==> config.mk <==
export PLATFORM = sky130hd
export DESIGN_NAME = jk_excitation_counter
export DESIGN_NICKNAME = d
export VERILOG_FILES = /design/src/rtl/jk_pkg.sv /design/src/rtl/mod_n_next.sv /design/src/rtl/jk_excitation_counter.sv
export SDC_FILE = /design/constraint.sdc
export NUM_CORES = 1
export LEC_CHECK = 0
export ABC_CLOCK_PERIOD_IN_PS = 1600
export BUFFER_PORTS_ARGS = -buffer_cell sky130_fd_sc_hd__buf_2
export CORE_MARGIN = 2
export CORE_UTILIZATION = 40
export DETAILED_ROUTE_END_ITERATION = 16
export PLACE_DENSITY = 0.71
export SYNTH_ARGS = -nofsm -noshare
export SYNTH_HDL_FRONTEND = slang
export SYNTH_SLANG_ARGS = --single-unit
==> constraint.sdc <==
create_clock -name clk -period 1.6 [get_ports clk]
set_input_delay 0.08 -clock clk [delete_from_list [all_inputs] [get_ports clk]]
set_output_delay 0.08 -clock clk [all_outputs]
set_load 0.05 [all_outputs]
==> src/rtl/jk_pkg.sv <==
`default_nettype none
// ---------------------------------------------------------------------------
// jk_pkg : JK excitation encodings and the present/next -> {j,k} map. Rev 1.0
// ---------------------------------------------------------------------------
package jk_pkg;

  localparam logic [1:0] JK_HOLD   = 2'b00;
  localparam logic [1:0] JK_RESET  = 2'b01;
  localparam logic [1:0] JK_SET    = 2'b10;
  localparam logic [1:0] JK_TOGGLE = 2'b11;

  // Toggle is deliberately never produced: 1->1 holds, so the bank cannot
  // run away if it ever samples an excitation twice.
  function automatic logic [1:0] jk_excite(input logic present, input logic next);
    logic [1:0] pair;
    case ({present, next})
      2'b01:   pair = JK_SET;
      2'b10:   pair = JK_RESET;
      default: pair = JK_HOLD;
    endcase
    return pair;
  endfunction

endpackage
`default_nettype wire

==> src/rtl/mod_n_next.sv <==
`default_nettype none
// ---------------------------------------------------------------------------
// mod_n_next : combinational mod-N next state (load clamp, up/down, wrap). Rev 1.0
// ---------------------------------------------------------------------------
module mod_n_next #(
  parameter int WIDTH   = 4,
  parameter int MODULUS = 10
) (
  input  logic [WIDTH-1:0] count,
  input  logic             en,
  input  logic             up,
  input  logic             load,
  input  logic [WIDTH-1:0] load_val,
  output logic [WIDTH-1:0] nxt
);

  // One extra bit so MODULUS == 2^WIDTH is representable in the compares.
  localparam logic [WIDTH:0]   MOD_EXT = (WIDTH+1)'(MODULUS);
  localparam logic [WIDTH-1:0] MOD_M1  = WIDTH'(MODULUS - 1);

  always_comb begin
    nxt = count;
    if (load) begin
      nxt = ({1'b0, load_val} < MOD_EXT) ? load_val : '0;
    end else if (en) begin
      if (up) begin
        nxt = ({1'b0, count} == (MOD_EXT - 1'b1)) ? '0 : count + 1'b1;
      end else begin
        nxt = (count == '0) ? MOD_M1 : count - 1'b1;
      end
    end
  end

endmodule
`default_nettype wire

==> src/rtl/jk_excitation_counter.sv <==
`default_nettype none
// ---------------------------------------------------------------------------
// jk_excitation_counter : shadow mod-N counter emitting J/K excitation for an
// external JK bank, with a sticky Q-feedback divergence flag. Rev 1.0
// ---------------------------------------------------------------------------
module jk_excitation_counter
  import jk_pkg::*;
#(
  parameter int WIDTH   = 4,
  parameter int MODULUS = 10
) (
  input  logic             clk,
  input  logic             reset,
  input  logic             en,
  input  logic             up,
  input  logic             load,
  input  logic [WIDTH-1:0] load_val,
  input  logic [WIDTH-1:0] q_fb,
  input  logic             mismatch_clr,
  output logic [WIDTH-1:0] j,
  output logic [WIDTH-1:0] k,
  output logic [WIDTH-1:0] count,
  output logic             tc,
  output logic             mismatch
);

  localparam logic [WIDTH-1:0] MOD_M1 = WIDTH'(MODULUS - 1);

  logic [WIDTH-1:0] count_q, count_d;
  logic [WIDTH-1:0] nxt;
  logic             mismatch_q, mismatch_d;

  mod_n_next #(
    .WIDTH   (WIDTH),
    .MODULUS (MODULUS)
  ) u_next (
    .count    (count_q),
    .en       (en),
    .up       (up),
    .load     (load),
    .load_val (load_val),
    .nxt      (nxt)
  );

  always_comb begin
    count_d    = nxt;
    mismatch_d = mismatch_q;
    if (q_fb != count_q) begin
      mismatch_d = 1'b1;
    end else if (mismatch_clr) begin
      mismatch_d = 1'b0;
    end
    if (reset) begin
      count_d    = '0;
      mismatch_d = 1'b0;
    end
  end

  always_ff @(posedge clk) begin
    count_q    <= count_d;
    mismatch_q <= mismatch_d;
  end

  // During reset every bank bit gets K=1 so it clears on the same edge as count_q.
  always_comb begin
    j = '0;
    k = '0;
    for (int i = 0; i < WIDTH; i++) begin
      {j[i], k[i]} = jk_excite(count_q[i], nxt[i]);
    end
    if (reset) begin
      j = '0;
      k = '1;
    end
  end

  assign tc       = en & ~load & ((up & (count_q == MOD_M1)) | (~up & (count_q == '0)));
  assign count    = count_q;
  assign mismatch = mismatch_q;

endmodule
`default_nettype wire

* Yosys cells after proc, flatten, opt, wreduce, memory -nomap -nowiden *
Cells that the tools add are included.

operators by class
  add/sub/neg operators = 2
  $lt $le $gt $ge = 1
  equality and inequality tests = 10
  mux-type cells = 14
  bitwise gates (word level) = 7
  reductions and logical operators = 2

operators by type and width
  kind                                                                    count
  4-bit two-way mux                                                       8
  2-bit case mux with 2 select lines                                      4
  2-bit by 1-bit equality test with 1-bit output (second input constant)  4
  2-bit equality test (second input constant)                             4
  4-bit by 1-bit adder with 4-bit output (second input constant)          1
  1-bit AND                                                               4
  4-bit equality test (second input constant)                             1
  4-bit logical NOT                                                       1
  4-bit < comparator (second input constant)                              1
  4-bit != test                                                           1
  4-bit by 1-bit subtractor with 4-bit output (second input constant)     1
  1-bit two-way mux                                                       2
  1-bit NOT                                                               2
  2-bit nonzero test                                                      1
  1-bit OR                                                                1

word-level totals
  bits in registers = 5
  bits of input ports = 14
  output and inout bits = 14
  word-level logic and storage cells = 38

* Logic depth before layout (Yosys ltp) *
  depth in word-level cells = 8
  depth in mapped cells = 5
  gate-level depth less buffers = 4

* Cells and area by module *
A second synthesis with hierarchy kept.

second synthesis, totals
  cell total of the unflattened synthesis = 68
  area total of the unflattened synthesis = 504.2 µm²

modules (own cells, without submodules)
  module                 times used  cells each  area each (µm²)  seq. area each (µm²)
  jk_excitation_counter  1           33          267.8            100.1
  mod_n_next             1           35          236.5            0.0

* Least setup slack after synthesis *
Ideal clock, no wire load.

  kind = reg2out
  start = register count_q[3], in the netlist count[3]
  end = output j[1]
  data arrival time = 2,393 ps
  required time = 1,520 ps
  path slack = -873 ps
  stages on the path, launching flop included = 5
  buffers on the path = 1
  cell sequence = dfxtp_1 -> buf_2 -> xor2_1 -> o211ai_1 -> a211oi_1

on the way
  word-level cells in the longest chain between the ends = 8
  elaborated cells between the ends (all ways) = 11
  classes of those cells = 3 x eq/ne; 7 x mux; 1 x reduce/logical

ends and longest elaborated chain
  item                                                                                          RTL line                            source
  start, declared                                                                               jk_excitation_counter.sv:29         logic [WIDTH-1:0] count_q, count_d;
  start signal, assigned                                                                        jk_excitation_counter.sv:60         count_q <= count_d;
  4-bit equality test / 4-bit logical NOT (equally long branches)                               mod_n_next.sv:27, mod_n_next.sv:29
  4-bit two-way mux, on equally long branches                                                   mod_n_next.sv:27, mod_n_next.sv:29
  4-bit two-way mux (*)                                                                         mod_n_next.sv:26                    if (up) begin
  4-bit two-way mux (*)                                                                         mod_n_next.sv:25                    end else if (en) begin
  4-bit two-way mux (*)                                                                         mod_n_next.sv:23                    if (load) begin
  2-bit equality test / 2-bit by 1-bit equality test with 1-bit output (equally long branches)  jk_pkg.sv:16                        case ({present, next})
  2-bit case mux with 2 select lines (*)                                                        jk_pkg.sv:16
  4-bit two-way mux (*)                                                                         jk_excitation_counter.sv:71         if (reset) begin
  end, declared                                                                                 jk_excitation_counter.sv:20         output logic [WIDTH-1:0] j,

Mark *: on every way between the ends. The rest lies on a longest branch, timed or not.

* Worst setup path after layout *
  start = register count_q[0], in the netlist count[0]
  end = output j[1]

on the way
  word-level cells in the longest chain between the ends = 8
  elaborated cells between the ends (all ways) = 13
  classes of those cells = 2 x add/sub; 3 x eq/ne; 7 x mux; 1 x reduce/logical

ends and longest elaborated chain
  item                                                                                          RTL line                            source
  4-bit by 1-bit subtractor with 4-bit output (tied with other cells)                           mod_n_next.sv:29                    nxt = (count == '0) ? MOD_M1 : count - 1'b1;
  4-bit two-way mux, on equally long branches                                                   mod_n_next.sv:29, mod_n_next.sv:27
  4-bit two-way mux (*)                                                                         mod_n_next.sv:26
  4-bit two-way mux (*)                                                                         mod_n_next.sv:25
  4-bit two-way mux (*)                                                                         mod_n_next.sv:23
  2-bit equality test / 2-bit by 1-bit equality test with 1-bit output (equally long branches)  jk_pkg.sv:16
  2-bit case mux with 2 select lines (*)                                                        jk_pkg.sv:16
  4-bit two-way mux (*)                                                                         jk_excitation_counter.sv:71

Marks and branches as above.

==> results.toml <==
[status]
status = "finished with violations"
violations = "setup timing"

[worst_setup_path]
critPathBufInv = 2
cpLargestDelayFamily = "compound AO/OA/AOI/OAI gates"
cp_max_fo = 7
path_cells = "xor2_4, buf_6, nor2_4, o211ai_1, a211oi_4, buf_6"
cp.arrival_ns = 1.69
crit_path_end_kind = "primary output"
required_ns = 1.52
cpPeakStageDelay_ns = 0.39
crit_slowest_cell = "dfxtp_4"
crit_type = "reg2out"
cpMostUsedCell = "buf_6"
start_kind = "register"

[logic_synthesis]
synth_xor_area_frac = 0.0738
syn_area_um2 = 593
seq_area_frac_synth = 0.169
synth_top_family_by_area = "compound AO/OA/AOI/OAI gates"
ys_seq_elements = 5
muxShareOfSynthArea = 0
syn-num-nets = 95
synth_compound_area_frac = 0.367
syn_avg_cell_area_um2 = 7.32
synthAdderAreaFrac = 0
netlist_instances = 81
synthSimpleGateAreaFrac = 0.274
ys_types = 35
yosysWarningCount = 0

[drt]
drt_wl_total_mm = 1.76
viasPerCell = 5.66
drc = 0
drt-pass1-iter-count = 4
ant_nets = 0
wl_per_cell_um = 13.2
vias = 753
drt_iter0_drc = 14

[min_path]
hp-class = "in2reg"

[timing]
setup_viol = 6
finalCriticalPeriod_ns = 1.77
hold_violations = 0
slew_viol_final = 0
skew_ns = 0.0161
tightest_slew_ns = 0.358
finalWorstSetupSlack_ns = -0.175
fmaxAchievable_mhz = 563
rsz0062_at_grt = "true"
fin_crit_sh = 1.11
slew_headroom = 0.760

[clock_tree]
cts-htree-levels = 1
clkSlewWorstSetupHoldPaths_ns = 0.06
cts_tree = "built"
clk-insertion-delay-late_ns = 0.25
numCtsBuffers = 3
cts-root-buf = "clkbuf_4"
postCtsHoldBufs = 0
cts_sinks = 5
clk_path_buf_depth = 2

[floorplan]
die_h_um = 42.5
core_area_mm2 = 0.00135
ios = 28
die_x_um = 42.5
start_util = 0.439
die_area_mm2 = 0.00181
fp-row-count = 13

[global_routing]
grt_overflow = 0
grt_pass1_vias = 655
grt_max_degree = 16
grt_use_total = 0.196
grt_pass1_wl_mm = 2.77
antenna_found_initial = 0

[placed_design]
placed_area_um2 = 810
globalplace.congestion = 0.815
io_buffers = 27
dp_hpwl_mm = 1.18

[power_and_ir_drop]
power-per-cell-area_mw_per_mm2 = 633
ir_drop_mv = 0.372
p_total_uw = 645
p_leak_uw = 0.000425

[final_layout]
syn2layout_area_growth_pct = 71.7
drive_above_1_share = 0.542
layout_commonest_cell = "buf_2"
diodes = 0
design_area_mm2 = 0.00102
layout_common_cells = "20 x buf_2, 13 x buf_4, 8 x buf_6"
fin_nets = 133

[flow_run]
max-cap-violations = 0
-- state kept, by name (all words and copies together) (netlist names) --
name and count:
count 4, mismatch 1
-- path summary, 6_finish.rpt --
check / startpoint / to / slack [ns] / cells past startpoint
worst max register to register: count[0]$_SDFF_PP0_ / count[3]$_SDFF_PP0_ / 0.14 / 5
worst max-delay path: count[0]$_SDFF_PP0_ / j[1] / -0.17 / 6
worst min register to register: mismatch$_SDFFE_PP0P_ / mismatch$_SDFFE_PP0P_ / 0.59 / 2
worst min-delay path: q_fb[2] / mismatch$_SDFFE_PP0P_ / 0.14 / 3
-- stage by stage --
step / hold slack, ns / setup WS [ns] / utilization / setup TNS [ns] / cells
after floorplan: 0.222 / -0.228 / - / -0.499 / 81
after global placement: 0.384 / 0.0509 / 0.600 / 0 / 120
after detailed placement: 0.379 / 0.0218 / 0.600 / 0 / 120
after CTS: 0.138 / -0.130 / 0.683 / -0.343 / 130
after global routing: 0.148 / -0.229 / 0.754 / -0.913 / 133
final: 0.145 / -0.175 / 0.754 / -0.497 / 133
-- cell type report --
class | count | area, um2
tap | 15 | 18.8
timing repair buffer | 41 | 288
inverter | 5 | 18.8
multi-input combinational | 63 | 554
clock buffer | 4 | 26.3
sequential | 5 | 113
fill | 100 | 332
-- cell usage after synthesis, drive strengths merged --
library cell / n / area, um2
a41oi: 1 / 8.76
a21oi: 4 / 20.0
nor4b: 1 / 15.0
nand2b: 5 / 31.3
inv: 5 / 18.8
buf: 7 / 46.3
o21ai: 6 / 30.0
and3: 1 / 6.26
o211ai: 2 / 15.0
nor3: 2 / 10.0
o22ai: 2 / 12.5
o21bai: 1 / 7.51
or2: 1 / 6.26
xnor2: 1 / 8.76
nand3b: 1 / 7.51
nor2: 4 / 15.0
nand3: 3 / 15.0
a31oi: 2 / 12.5
a31o: 1 / 8.76
o21a: 1 / 7.51
or3: 2 / 12.5
clkbuf: 1 / 3.75
nor4: 1 / 6.26
a211oi: 4 / 30.0
o41ai: 1 / 16.3
xor2: 4 / 35.0
nor2b: 3 / 18.8
a211o: 1 / 8.76
nand2: 5 / 18.8
a2111oi: 2 / 30.0
a222oi: 1 / 10.0
dfxtp: 5 / 100
-- routing by layer --
metal / vias up / wire length, um / track usage
li1: 371 / - / -
met1: 355 / 827 / 0.263
met2: 25 / 852 / 0.317
met3: 2 / 68 / 0.0129
met4: 0 / 12 / 0.0938
met5: - / 0 / 0
-- where the power goes --
| part | leakage (uW) | internal, uW | switching (uW) |
|---|---|---|---|
| Sequential | 0.0000438 | 133 | 20.5 |
| Clock | 0.0000150 | 94.9 | 62.4 |
| Combinational | 0.000366 | 136 | 198 |
| Total | 0.000425 | 364 | 281 |
-- repair_timing --
action	in CTS	in global routing
setup endpoints to repair	7	7
gates resized for setup	13	14
pin swaps	4	8
cloned	0	0
endpoints found under the hold margin	0	0
setup buffers	6	3
-- worst min-delay path: stages --
cell	delay, ns
buf_2	0.08
xnor2_1	0.06
a31oi_1	0.12
-- logic make-up after synthesis --
family	after synthesis
buffers and inverters	13
XOR/XNOR	5
AND/OR/NAND/NOR	29
flip-flops	5
AO/OA/AOI/OAI	29
Note: power is estimated with default switching activity, not from simulation.
